[src/rtl/keypad_pkg.sv]
// Shared definitions for the keypad entry collector.
//   KEY_CLEAR / KEY_ENTER / MAX_DIGIT : key code map (0-9 digits, A clear, B enter, C-F ignored)
//   coll_state_t                      : collector state encoding
//   is_action_key()                   : true for codes that produce a key event
package keypad_pkg;

    localparam logic [3:0] KEY_CLEAR = 4'hA;
    localparam logic [3:0] KEY_ENTER = 4'hB;
    localparam logic [3:0] MAX_DIGIT = 4'h9;

    typedef enum logic [2:0] {
        ST_IDLE,
        ST_PRESS_DB,
        ST_HELD,
        ST_REL_DB,
        ST_COMPLETE
    } coll_state_t;

    function automatic logic is_action_key(input logic [3:0] code);
        return code <= KEY_ENTER;
    endfunction

endpackage

[src/rtl/key_debouncer.sv]
// Press/release debouncer for the keypad encoder code/valid interface.
// Produces exactly one press strobe per debounced press and parks in
// COMPLETE when the owner says the accepted key finishes a PIN.
// Ports:
//   clk, rst      clock, synchronous active-high reset
//   key_code      raw code from the encoder
//   key_valid     high while a key is pressed
//   go_complete   owner: a press accepted now should park in COMPLETE
//   ack           owner: leave COMPLETE this edge
//   press         combinational strobe, press accepted at the coming edge
//   press_code    code belonging to the accepted press
module key_debouncer
    import keypad_pkg::*;
#(
    parameter int DEBOUNCE_CYCLES = 4
) (
    input  logic       clk,
    input  logic       rst,
    input  logic [3:0] key_code,
    input  logic       key_valid,
    input  logic       go_complete,
    input  logic       ack,
    output logic       press,
    output logic [3:0] press_code
);

    localparam int CW = (DEBOUNCE_CYCLES < 2) ? 1 : $clog2(DEBOUNCE_CYCLES + 1);
    localparam logic [CW:0] DB_LAST = (CW + 1)'(DEBOUNCE_CYCLES);
    localparam bit SINGLE = (DEBOUNCE_CYCLES == 1);

    coll_state_t   state, state_nxt;
    logic [3:0]    code_q, code_nxt;
    logic [CW-1:0] cnt, cnt_nxt;
    logic [CW:0]   cnt_inc;

    assign cnt_inc    = {1'b0, cnt} + (CW + 1)'(1);
    assign press_code = key_code;

    always_ff @(posedge clk) begin
        if (rst) begin
            state  <= ST_IDLE;
            code_q <= 4'h0;
            cnt    <= '0;
        end else begin
            state  <= state_nxt;
            code_q <= code_nxt;
            cnt    <= cnt_nxt;
        end
    end

    always_comb begin
        state_nxt = state;
        code_nxt  = code_q;
        cnt_nxt   = cnt;
        press     = 1'b0;
        case (state)
            ST_IDLE: begin
                if (key_valid) begin
                    code_nxt = key_code;
                    cnt_nxt  = CW'(1);
                    if (SINGLE) begin
                        press     = 1'b1;
                        state_nxt = go_complete ? ST_COMPLETE : ST_HELD;
                    end else begin
                        state_nxt = ST_PRESS_DB;
                    end
                end
            end
            ST_PRESS_DB: begin
                if (!key_valid) begin
                    state_nxt = ST_IDLE;
                end else if (key_code != code_q) begin
                    // a different key restarts the stability window
                    code_nxt = key_code;
                    cnt_nxt  = CW'(1);
                end else if (cnt_inc == DB_LAST) begin
                    press     = 1'b1;
                    state_nxt = go_complete ? ST_COMPLETE : ST_HELD;
                end else begin
                    cnt_nxt = cnt_inc[CW-1:0];
                end
            end
            ST_HELD: begin
                // code changes while held are deliberately ignored (no auto-repeat)
                if (!key_valid) begin
                    cnt_nxt   = CW'(1);
                    state_nxt = SINGLE ? ST_IDLE : ST_REL_DB;
                end
            end
            ST_REL_DB: begin
                if (key_valid) begin
                    state_nxt = ST_HELD;
                end else if (cnt_inc == DB_LAST) begin
                    state_nxt = ST_IDLE;
                end else begin
                    cnt_nxt = cnt_inc[CW-1:0];
                end
            end
            ST_COMPLETE: begin
                // a key still down at ack must be released before it can count
                if (ack) state_nxt = key_valid ? ST_HELD : ST_IDLE;
            end
            default: state_nxt = ST_IDLE;
        endcase
    end

endmodule

[src/rtl/keypad_entry_collector.sv]
// Keypad entry collector: debounces keypad codes, collects PIN_LEN digits
// and hands the PIN to the lock FSM over a valid/ack handshake.
// Optional feature macro: KEYPAD_TIMEOUT_EN (discard a partial entry after
// TIMEOUT_CYCLES cycles without a key event).
// Ports:
//   clk, rst      clock, synchronous active-high reset
//   key_code      encoder code (0-9 digit, A clear, B enter, C-F ignored)
//   key_valid     high while any key is pressed
//   pin_ack       consumer accepts pin_out (only looked at while pin_valid)
//   pin_out       collected PIN, first digit in the top nibble
//   pin_valid     PIN complete, held until pin_ack
//   digit_count   digits currently buffered
//   key_event     one-cycle pulse per accepted digit/CLEAR/ENTER
//   entry_error   one-cycle pulse on short ENTER or timeout
module keypad_entry_collector
    import keypad_pkg::*;
#(
    parameter int PIN_LEN         = 4,
    parameter int DEBOUNCE_CYCLES = 4,
    parameter int TIMEOUT_CYCLES  = 1000
) (
    input  logic                 clk,
    input  logic                 rst,
    input  logic [3:0]           key_code,
    input  logic                 key_valid,
    input  logic                 pin_ack,
    output logic [4*PIN_LEN-1:0] pin_out,
    output logic                 pin_valid,
    output logic [3:0]           digit_count,
    output logic                 key_event,
    output logic                 entry_error
);

    localparam logic [3:0] PIN_LEN_C = 4'(PIN_LEN);

    logic                 press;
    logic [3:0]           press_code;
    logic                 accept;
    logic                 enter_full;
    logic                 ack_take;
    logic                 timeout_hit;
    logic [4*PIN_LEN-1:0] pin_buf;
    logic [4*PIN_LEN-1:0] pin_shifted;

    // enter_full is only consumed together with a press, when key_code is the pressed key
    assign enter_full = (key_code == KEY_ENTER) && (digit_count == PIN_LEN_C);
    assign ack_take   = pin_valid && pin_ack;
    assign accept     = press && is_action_key(press_code);
    assign pin_out    = pin_buf;

    key_debouncer #(
        .DEBOUNCE_CYCLES(DEBOUNCE_CYCLES)
    ) u_debouncer (
        .clk        (clk),
        .rst        (rst),
        .key_code   (key_code),
        .key_valid  (key_valid),
        .go_complete(enter_full),
        .ack        (ack_take),
        .press      (press),
        .press_code (press_code)
    );

    if (PIN_LEN == 1) begin : g_one_digit
        assign pin_shifted = press_code;
    end else begin : g_multi_digit
        assign pin_shifted = {pin_buf[4*PIN_LEN-5:0], press_code};
    end

`ifdef KEYPAD_TIMEOUT_EN
    localparam int TW = (TIMEOUT_CYCLES < 2) ? 1 : $clog2(TIMEOUT_CYCLES + 1);
    localparam logic [TW:0] TO_LAST = (TW + 1)'(TIMEOUT_CYCLES);

    logic [TW-1:0] idle_cnt;
    logic [TW:0]   idle_inc;
    logic          idle_armed;

    assign idle_inc    = {1'b0, idle_cnt} + (TW + 1)'(1);
    assign idle_armed  = (digit_count != 4'd0) && !pin_valid;
    assign timeout_hit = !accept && idle_armed && (idle_inc == TO_LAST);

    always_ff @(posedge clk) begin
        if (rst || accept || !idle_armed || timeout_hit) idle_cnt <= '0;
        else                                              idle_cnt <= idle_inc[TW-1:0];
    end
`else
    // timeout compiled out: the parameter is kept only for a uniform interface
    logic unused_timeout_cfg;
    assign unused_timeout_cfg = ^32'(TIMEOUT_CYCLES);
    assign timeout_hit        = 1'b0;
`endif

    always_ff @(posedge clk) begin
        if (rst) begin
            pin_buf     <= '0;
            digit_count <= 4'd0;
            pin_valid   <= 1'b0;
            key_event   <= 1'b0;
            entry_error <= 1'b0;
        end else begin
            key_event   <= 1'b0;
            entry_error <= 1'b0;
            if (ack_take) begin
                pin_valid   <= 1'b0;
                pin_buf     <= '0;
                digit_count <= 4'd0;
            end else if (accept) begin
                key_event <= 1'b1;
                if (press_code <= MAX_DIGIT) begin
                    // extra digits past PIN_LEN still pulse key_event but are dropped
                    if (digit_count < PIN_LEN_C) begin
                        pin_buf     <= pin_shifted;
                        digit_count <= digit_count + 4'd1;
                    end
                end else if (press_code == KEY_CLEAR) begin
                    pin_buf     <= '0;
                    digit_count <= 4'd0;
                end else if (enter_full) begin
                    pin_valid <= 1'b1;
                end else begin
                    entry_error <= 1'b1;
                    pin_buf     <= '0;
                    digit_count <= 4'd0;
                end
            end else if (timeout_hit) begin
                entry_error <= 1'b1;
                pin_buf     <= '0;
                digit_count <= 4'd0;
            end
        end
    end

endmodule

[config.mk]
export PLATFORM = sky130hd
export DESIGN_NAME = keypad_entry_collector
export DESIGN_NICKNAME = d
export VERILOG_FILES = /design/src/rtl/keypad_pkg.sv /design/src/rtl/key_debouncer.sv /design/src/rtl/keypad_entry_collector.sv
export SDC_FILE = /design/constraint.sdc
export NUM_CORES = 1
export LEC_CHECK = 0
export ABC_CLOCK_PERIOD_IN_PS = 3100
export BUFFER_PORTS_ARGS = -buffer_cell sky130_fd_sc_hd__buf_2
export CAP_MARGIN = 20
export CORE_UTILIZATION = 55
export DETAILED_ROUTE_END_ITERATION = 10
export PLACE_DENSITY = 0.79
export SETUP_SLACK_MARGIN = 0.2
export SLEW_MARGIN = 20
export SYNTH_ARGS = -nofsm -noshare
export SYNTH_HDL_FRONTEND = slang
export SYNTH_HIERARCHICAL = 1
export SYNTH_SLANG_ARGS = --single-unit
[constraint.sdc]
create_clock -name clk -period 3.1 [get_ports clk]
set_clock_uncertainty 0.1 [all_clocks]
set_input_delay 0.465 -clock clk [delete_from_list [all_inputs] [get_ports clk]]
set_output_delay 0.465 -clock clk [all_outputs]
set_load 0.1 [all_outputs]
* Word-level counts from Yosys, hierarchy flattened
Index checks and enable logic that the tools add are counted.
Word-level totals: register bits 33, input bits 8, output and inout port bits 23, word-level logic and storage cells 84
Operators by class: add/subtract/negate cells 2, $lt $le $gt $ge 3, eq/ne operators 20, muxes and demuxes 35, bitwise gates (word level) 3, reduce and logical (&&, ||, !) cells 13
Operators by type and width (count):
- two-way mux 16 bit | 4
- two-way mux 3 bit | 14
- two-way mux 4 bit | 7
- one-hot mux 3 bit (5 select lines) | 1
- one-hot mux 3 bit (4 select lines) | 1
- inequality test 2 bit (second input constant) | 5
- == test 4 x 3 -> 1 bit (second input constant) | 2
- == test 4 bit (second input constant) | 2
- less-or-equal comparator 4 bit (second input constant) | 2
- one-hot mux 4 bit (2 select lines) | 1
- AND reduction 4 bit | 2
- == test 3 x 2 -> 1 bit (second input constant) | 2
- two-way mux 1 bit | 6
- inequality test 3 x 2 -> 1 bit (second input constant) | 2
- inequality test 3 bit (second input constant) | 2
- AND reduction 6 bit | 1
- AND reduction 5 bit | 1
- OR reduction 5 bit | 1
- adder 3 x 1 -> 4 bit (second input constant) | 1
- adder 4 x 1 -> 4 bit (second input constant) | 1
- less-than comparator 4 x 3 -> 1 bit (second input constant) | 1
- inequality test 2 x 1 -> 1 bit (second input constant) | 2
- inequality test 4 bit | 1
- nonzero test 4 bit | 1
- other kinds (9) | 13

* Longest topological paths before layout
Gate-level depths: netlist of the first run.
depth after elaboration 9, depth in mapped cells 9, depth with buffers taken out 8

* By module
The synthesis of the first run kept the hierarchy.
Modules (own cells, without submodules):
- keypad_entry_collector | instances 1, cells each 110, area an instance 1058.5 sq um, seq. area each 460.4 sq um
- key_debouncer | instances 1, cells each 72, area an instance 643.1 sq um, seq. area each 200.2 sq um

* Worst setup path after synthesis of the first run
No wires, ideal clock.
kind register to register, start reg digit_count[0], end reg pin_buf[5], in the netlist pin_out[5], setup time 0.072 ns, arrival 2.135 ns, required time 2.928 ns, path slack 0.793 ns, cell stages (with the launch flop) 8, path buffers 1, clock period less this slack 2.307 ns, cells stage by stage dfxtp_1 inv_1 ha_1 nand4b_2 nor4b_4 nor2_4 buf_12 mux2i_1
Between the ends: cells in the longest elaborated chain, start to end 4, elaborated cells between the ends (all ways) 6, those cells by class 1 x order compare; 3 x eq/ne; 2 x reduce/logical
Ends and longest elaborated chain:
- start, declared | line keypad_entry_collector.sv:29 | output logic [3:0] digit_count,
- start signal, assigned | line keypad_entry_collector.sv:113 | digit_count <= digit_count + 4'd1;
- branches (longest 3 deep; another with less-than comparator 4 x 3 -> 1 bit)
- AND reduction 3 bit (no source line) (*)
- end signal, assigned | line keypad_entry_collector.sv:112 | pin_buf <= pin_shifted;
- end, declared | line keypad_entry_collector.sv:42 | logic [4*PIN_LEN-1:0] pin_buf;
Every way passes the cells marked *. A chain may end at the register's enable or synchronous reset.

* Worst setup path after layout of the first run
start reg u_debouncer.state[0], end reg pin_buf[7], in the netlist pin_out[7]
Between the ends: cells in the longest elaborated chain, start to end 4
Ends and longest elaborated chain:
- start, declared | line key_debouncer.sv:31 | coll_state_t state, state_nxt;
- start signal, assigned | line key_debouncer.sv:45 | state <= state_nxt;
- == test 3 x 1 -> 1 bit | line key_debouncer.sv:56 | case (state)
- two-way mux 1 bit | line key_debouncer.sv:56
- named net press | line keypad_entry_collector.sv:36 | logic press;
- logical AND 1 bit | line keypad_entry_collector.sv:48 | assign accept = press && is_action_key(press_code);
- AND reduction 3 bit (no source line)
The timed path passes the listed nets, and every way through them passes these cells.

==> results by group, run 1 <==
Route
  – Vias: 1391
  – DRC: 1
  – Drt total wl: 3.52 mm
  – WL per Instance: 14.5 um
  – Drt initial violations: 65
  – Vias/cell: 5.75
  – DRT Pass-1 Iters: 7
  – Antenna-violating nets left: 0

Global route
  – Vias in the first global route: 1331
  – Pin count of the biggest net entering global routing: 18
  – GRT Total Usage: 23.5%
  – Global route overflow: 0
  – First-pass GRT wire length: 5.82 mm
  – Initial antenna violation count: 0

Yosys
  – Synth unique cells: 48
  – Avg Cell Area, Syn: 9.35 sq um
  – Fraction of registers with async set/reset: 0%
  – Post-synth EDFFs: 0
  – Cell count after synthesis: 182
  – Synth Warn #: 6
  – Top_reg_cell synth: dfxtp_1
  – Syn nets: 193
  – Area leader, netlist: dfxtp_1
  – #FFs+latches synth: 33
  – Top cells by area, synth: dfxtp_1 (39%), mux2i_1 (12%), nand2_1 (7.1%), inv_1 (2.6%), xor2_1 (2.6%)
  – Top cell type's share of synthesized area: 38.8%
  – Post-synthesis instance area: 1700 sq um
  – Sequential area share after synthesis: 38.8%

Placed design
  – Worst slack at placement: 0.492 ns
  – Placed Cells incl. Taps: 234
  – Buffers on Ports: 30
  – GPL Wtd Cong: 0.909
  – Dpl hpwl: 2.57 mm

Die
  – Core Region: 2850 sq um
  – Die W: 57.6 um
  – Cell row count: 19
  – Starting Density: 59.6%
  – Die area: 3320 sq um
  – Floorplan die height: 57.6 um
  – I/O pins: 31

Timing
  – Slew HR: 67.3%
  – Achievable Freq: 419 MHz
  – Number of setup violations in the final report: 0
  – RSZ-0062 raised after global routing: false
  – Hold Violations, Final: 0
  – Final period util: 77.0%
  – Pin slew with the least headroom to its limit: 0.491 ns
  – Setup ws final: 0.713 ns
  – Fin. max-slew vios: 0
  – Total Negative Setup Slacks: 0 ns
  – Clock period minus worst slack: 2.39 ns

Worst setup path
  – Crit end category: flop
  – Setup crit end: pin_out[7]
  – Critical Path Source: u_debouncer/state[0]
  – Startpoint of the worst register-to-register path: u_debouncer/state[0]
  – R2r worst-path depth: 8
  – CP arrival: 2.56 ns
  – Worst setup SP type: flop
  – Worst path required time: 3.28 ns
  – FF-to-FF setup slack: 0.71 ns
  – CP Class: flop to flop
  – RR Endpoint: pin_out[7]
  – CP Max Fanout: 17

Pwr
  – Pleak: 0.000797 uW
  – Maximum VDD drop: 0.000356 V
  – Power per cell area: 523 nW/um^2

Clock tree
  – H-tree Lvls: 2
  – CTS tree: yes
  – Total CTS buffers: 5
  – Hold-fix buffers, CTS: 0
  – Worst skew pair latency: 0.34 ns
  – Clock Tree Root: clkbuf_4
  – PostCTS Resize Cnt: 0
  – Clock transition at path regs: 0.11 ns
  – Clock tree buffer depth: 2
  – Clock Sinks: 33
  – Setup bufs post-CTS: 0

Run
  – Max cap viols: 0

Finish
  – Layout Cells excl Fill: 242
  – N_diodes: 0
  – P&R area growth vs syn: 12.6%
  – Layout Nets: 221
  – Layout cells sized above 1: 25.1%
  – Util after Layout: 67.2%

Run status
  – Failing checks: design-rule violations
  – Run status: finished, violations left

Hold path
  – Min-Delay Startpoint: key_code[0]
  – Type of the tightest min-delay check: input pin to flop
## cells in the final DEF, fill, tap and decap left out, types with 2 or more instances in the layout
master and instances:
a211oi_1 2, a21o_1 2, bufinv_16 2, dfxtp_1 33, o21ai_0 2, and2_1 2, o21a_1 3, inv_1 12
nand2b_1 3, buf_4 3, or3_1 2, buf_2 30, ha_1 3, clkbuf_4 5, o41ai_1 3, nand3_1 3
nand2_1 32, o211ai_1 2, a21oi_1 3, mux2i_1 21, xor2_1 5, nor2_1 11, nor2b_1 2, nor4_1 2
## how the worst min path moves through the flow
stage / end / cells after the start / slack, ns
6_report: pin_out[0] / 3 / 0.33
5_1_grt: pin_out[0] / 3 / 0.33
4_1_cts: pin_out[0] / 3 / 0.32
3_5_place_dp: u_debouncer/cnt[2] / 2 / 0.35
3_3_place_gp: u_debouncer/cnt[2] / 2 / 0.32
2_1_floorplan: u_debouncer/cnt[2] / 2 / 0.31
## worst max-delay path, cell delays in order, from the launching register on
cell and delay (ns):
dfxtp_1 0.53, inv_1 0.14, or3_1 0.42, nor2_1 0.11, a21boi_2 0.22, nand2_2 0.15, nor2_4 0.12, buf_4 0.28
mux2i_1 0.23
## through the flow
step | hold slack, ns | instance area [sq um] | power (uW)
2_1_floorplan | 0.310 | 1700 | 581
3_3_place_gp | 0.318 | 1810 | 597
3_5_place_dp | 0.347 | 1810 | 606
4_1_cts | 0.321 | 1920 | 1010
5_1_grt | 0.327 | 1920 | 1040
6_report | 0.327 | 1920 | 1000
## sequential cells by signal, summed over array words and instances (netlist names)
name                flops
key_event               1
u_debouncer/state       3
pin_out                16
u_debouncer/cnt         3
digit_count             4
entry_error             1
u_debouncer/code_q      4
pin_valid               1
## cells in the mapped netlist, types with 2 or more instances
master and count:
nor2_1 11, xor2_1 5, o21a_1 3, a21oi_1 3, mux2i_1 21, buf_2 2, ha_1 3, o211ai_1 2
o21ai_0 2, nand2_1 32, nand2b_1 3, a211oi_1 2, or3_1 2, a21o_1 2, buf_4 5, inv_1 12
and2_1 2, o41ai_1 3, nand3_1 3, buf_6 2, nor2b_1 2, dfxtp_1 33, nor4_1 2
## cell type report
class,instances,area (sq um)
Clock buffer,5,37.5
Fill cell,235,936
Sequential cell,33,661
Clock inverter,3,65.1
Tap cell,31,38.8
Inverter,13,48.8
Timing Repair Buffer,33,173
Multi-Input combinational cell,124,893
## where the power goes
| part | switching [uW] | leakage (uW) | total, uW | internal, uW |
|---|---|---|---|---|
| Clock | 155 | 0.0000552 | 404 | 250 |
| Combinational | 78.9 | 0.000474 | 138 | 59.4 |
| Sequential | 22.0 | 0.000267 | 461 | 439 |
| Total | 256 | 0.000797 | 1000 | 748 |
## routing by layer
metal  GRT usage (%)  wire length, um
met1            25.6             1530
met3            8.93              204
met4            11.8               75
met5               0                0
met2            40.0             1710
## cell families (layout without fill, tap and decap cells)
logic type	Yosys count	in the layout	share of synthesized area, %
XOR/XNOR	5	5	2.57
multiplexers	21	21	12.4
adder cells (fa/ha/maj)	3	3	2.21
AND/OR/NAND/NOR	67	67	21.3
buffers and inverters	25	54	8.68
flip-flops	33	33	38.8
AO/OA/AOI/OAI	28	28	14.1
Note: power is estimated with default switching activity, not from simulation.
==> run 2, diff against run 1 <==
--- a/config.mk
+++ b/config.mk
@@ -5,7 +5,7 @@
 export SDC_FILE = /design/constraint.sdc
 export NUM_CORES = 1
 export LEC_CHECK = 0
-export ABC_CLOCK_PERIOD_IN_PS = 3100
+export ABC_CLOCK_PERIOD_IN_PS = 2500
 export BUFFER_PORTS_ARGS = -buffer_cell sky130_fd_sc_hd__buf_2
 export CAP_MARGIN = 20
 export CORE_UTILIZATION = 55
==> constraint.sdc (replaced) <==
create_clock -name clk -period 2.5 [get_ports clk]
set_clock_uncertainty 0.1 [all_clocks]
set_input_delay 0.375 -clock clk [delete_from_list [all_inputs] [get_ports clk]]
set_output_delay 0.375 -clock clk [all_outputs]
set_load 0.1 [all_outputs]
==> run 2 against run 1 <==
  * The run still ends with design-rule violations left
  * Total power up 4.0%
  * Worst hold slack worse by 0.080 ns
  * First-iteration DRC count down 11%
  * Final area grew 0.13%
  * Cell count increased by 1.7%
==> results by group, run 2 (synthesis results as in run 1) <==
Worst setup path
  – Worst setup SP type: flop
  – CP Class: flop to flop
  – CP arrival: 2.36 ns
  – CP max stage delay: 0.54 ns
  – Startpoint of the worst register-to-register path: u_debouncer/state[1]
  – Critical Path Source: u_debouncer/state[1]
  – CP Max Fanout: 7
  – Worst-path cell chain: nand2b_1 -> or3_1 -> nor2_1 -> a21boi_2 -> nand2_2 -> or4b_1 -> o31ai_2
  – Worst path required time: 2.66 ns
  – CP max stage cell: or4b_1
  – Crit end category: flop

Pwr
  – Clock power share: 28.3%
  – Cell Int Power: 736 uW
  – Maximum VDD drop: 0.000514 V
  – Sw Ratio: 29.5%
  – Flop pwr share: 53.8%
  – Combinational power share: 17.9%
  – Psw: 308 uW
  – Pleak: 0.000789 uW
  – Power per cell area: 544 nW/um^2

Die
  – Die area: 3320 sq um
  – Cell row count: 19
  – Core Region: 2850 sq um
  – I/O pins: 31
  – Floorplan die height: 57.6 um
  – Die W: 57.6 um
  – Starting Density: 59.6%

Timing
  – RSZ-0062 raised after global routing: false
  – Pin slew with the least headroom to its limit: 0.493 ns
  – Slew HR: 67.4%
  – Clock period minus worst slack: 2.21 ns
  – Number of setup violations in the final report: 0
  – Hold Violations, Final: 0
  – Achievable Freq: 453 MHz
  – Total Negative Setup Slacks: 0 ns
  – Final period util: 88.3%
  – Fin. max-slew vios: 0

Hold path
  – Type of the tightest min-delay check: input pin to flop
  – Min-Delay Startpoint: key_code[0]

Finish
  – Max reg flops: 16
  – N_diodes: 0
  – Most common cell after layout, fill and taps aside: nand2_1
  – Layout Nets: 225
  – Most frequent cells in the layout: nand2_1 (32), dfxtp_1 (31), buf_2 (30), mux2i_1 (21), inv_1 (12)
  – Layout cells sized above 1: 27.4%
  – P&R area growth vs syn: 12.8%
  – Util after Layout: 67.3%

Placed design
  – Dpl hpwl: 2.36 mm
  – Buffers on Ports: 30
  – GPL Wtd Cong: 0.907

Route
  – DRC: 2
  – Antenna-violating nets left: 0
  – Vias/cell: 5.59
  – Drt initial violations: 58
  – Drt total wl: 3.22 mm
  – Vias: 1376
  – DRT Pass-1 Iters: 7
  – WL per Instance: 13.1 um

Run status
  – Failing checks: design-rule violations
  – Run status: finished, violations left

Global route
  – GRT Total Usage: 21.0%
  – Global route overflow: 0
  – Pin count of the biggest net entering global routing: 20
  – Vias in the first global route: 1242
  – First-pass GRT wire length: 5.22 mm
  – Initial antenna violation count: 0

Clock tree
  – CTS tree: yes
  – Worst skew pair latency: 0.34 ns
  – Hold-fix buffers, CTS: 0
  – Clock transition at path regs: 0.11 ns
  – Clock Tree Root: clkbuf_4
  – Total CTS buffers: 5
  – Clock Sinks: 33
  – H-tree Lvls: 2
  – Clock tree buffer depth: 2

Run
  – Max cap viols: 0
## run 2: cell count changes in the layout (fill, tap and decap cells not counted)
cell	change
buf_12	+1
buf_4	+3
bufinv_16	-2
clkinv_2	-1
clkinvlp_4	+3
dfxtp_1	-2
dfxtp_2	+2
## run 2: worst paths after layout
path	endpoint	slack, ns	cells after the start
hold / removal	pin_out[0]	0.25	3
hold reg to reg	u_debouncer/cnt[2]	0.34	2
setup / recovery	digit_count[0]	0.29	7
setup reg to reg	digit_count[0]	0.29	7
## run 2: final cells by class
| cell class | instances | area [sq um] |
|---|---|---|
| clock inverters | 3 | 22.5 |
| fillers | 242 | 933 |
| clock buffers | 5 | 37.5 |
| multi-input cells | 124 | 893 |
| inverters | 13 | 48.8 |
| well taps | 31 | 38.8 |
| repair buffers | 37 | 215 |
| flip-flops and latches | 33 | 663 |
## run 2: what timing repair did
item | CTS | global route
gates resized for setup | 0 | 1
buffers inserted | 0 | 1
hold endpoints to repair | 0 | 0
endpoints found under the setup margin | 0 | 15
## run 2: layer usage
metal | track usage, % | wire, um | vias up
met4 | 11.5 | 65 | 0
met3 | 7.14 | 118 | 7
li1 | - | - | 691
met2 | 34.1 | 1560 | 31
met1 | 24.5 | 1480 | 647
met5 | 0 | 0 | -
## run 2: per-stage QoR
step	power, uW	area (sq um)	hold slack (ns)	cells	worst slack [ns]
final	1040	1920	0.247	246	0.293
after floorplan	721	1700	0.310	182	0.279
after detailed placement	757	1850	0.324	237	0.118
after CTS	1060	1910	0.234	245	0.250
after global routing	1100	1920	0.228	246	0.200
after global placement	753	1850	0.319	237	0.155
## run 2: critical path: cells and delay by family (launching register included)
| kind | cells | cell delay, ns |
|---|---|---|
| AND/OR/NAND/NOR | 5 | 1.38 |
| AO/OA/AOI/OAI | 2 | 0.27 |
| flip-flops | 1 | 0.38 |
## run 2: power groups by stage
stage	clock network [uW]	registers [uW]	logic, uW
finish	295	561	187
global placement	0	571	181
detailed placement	0	573	185
global route	335	565	205
floorplan	0	567	153
CTS	310	561	186
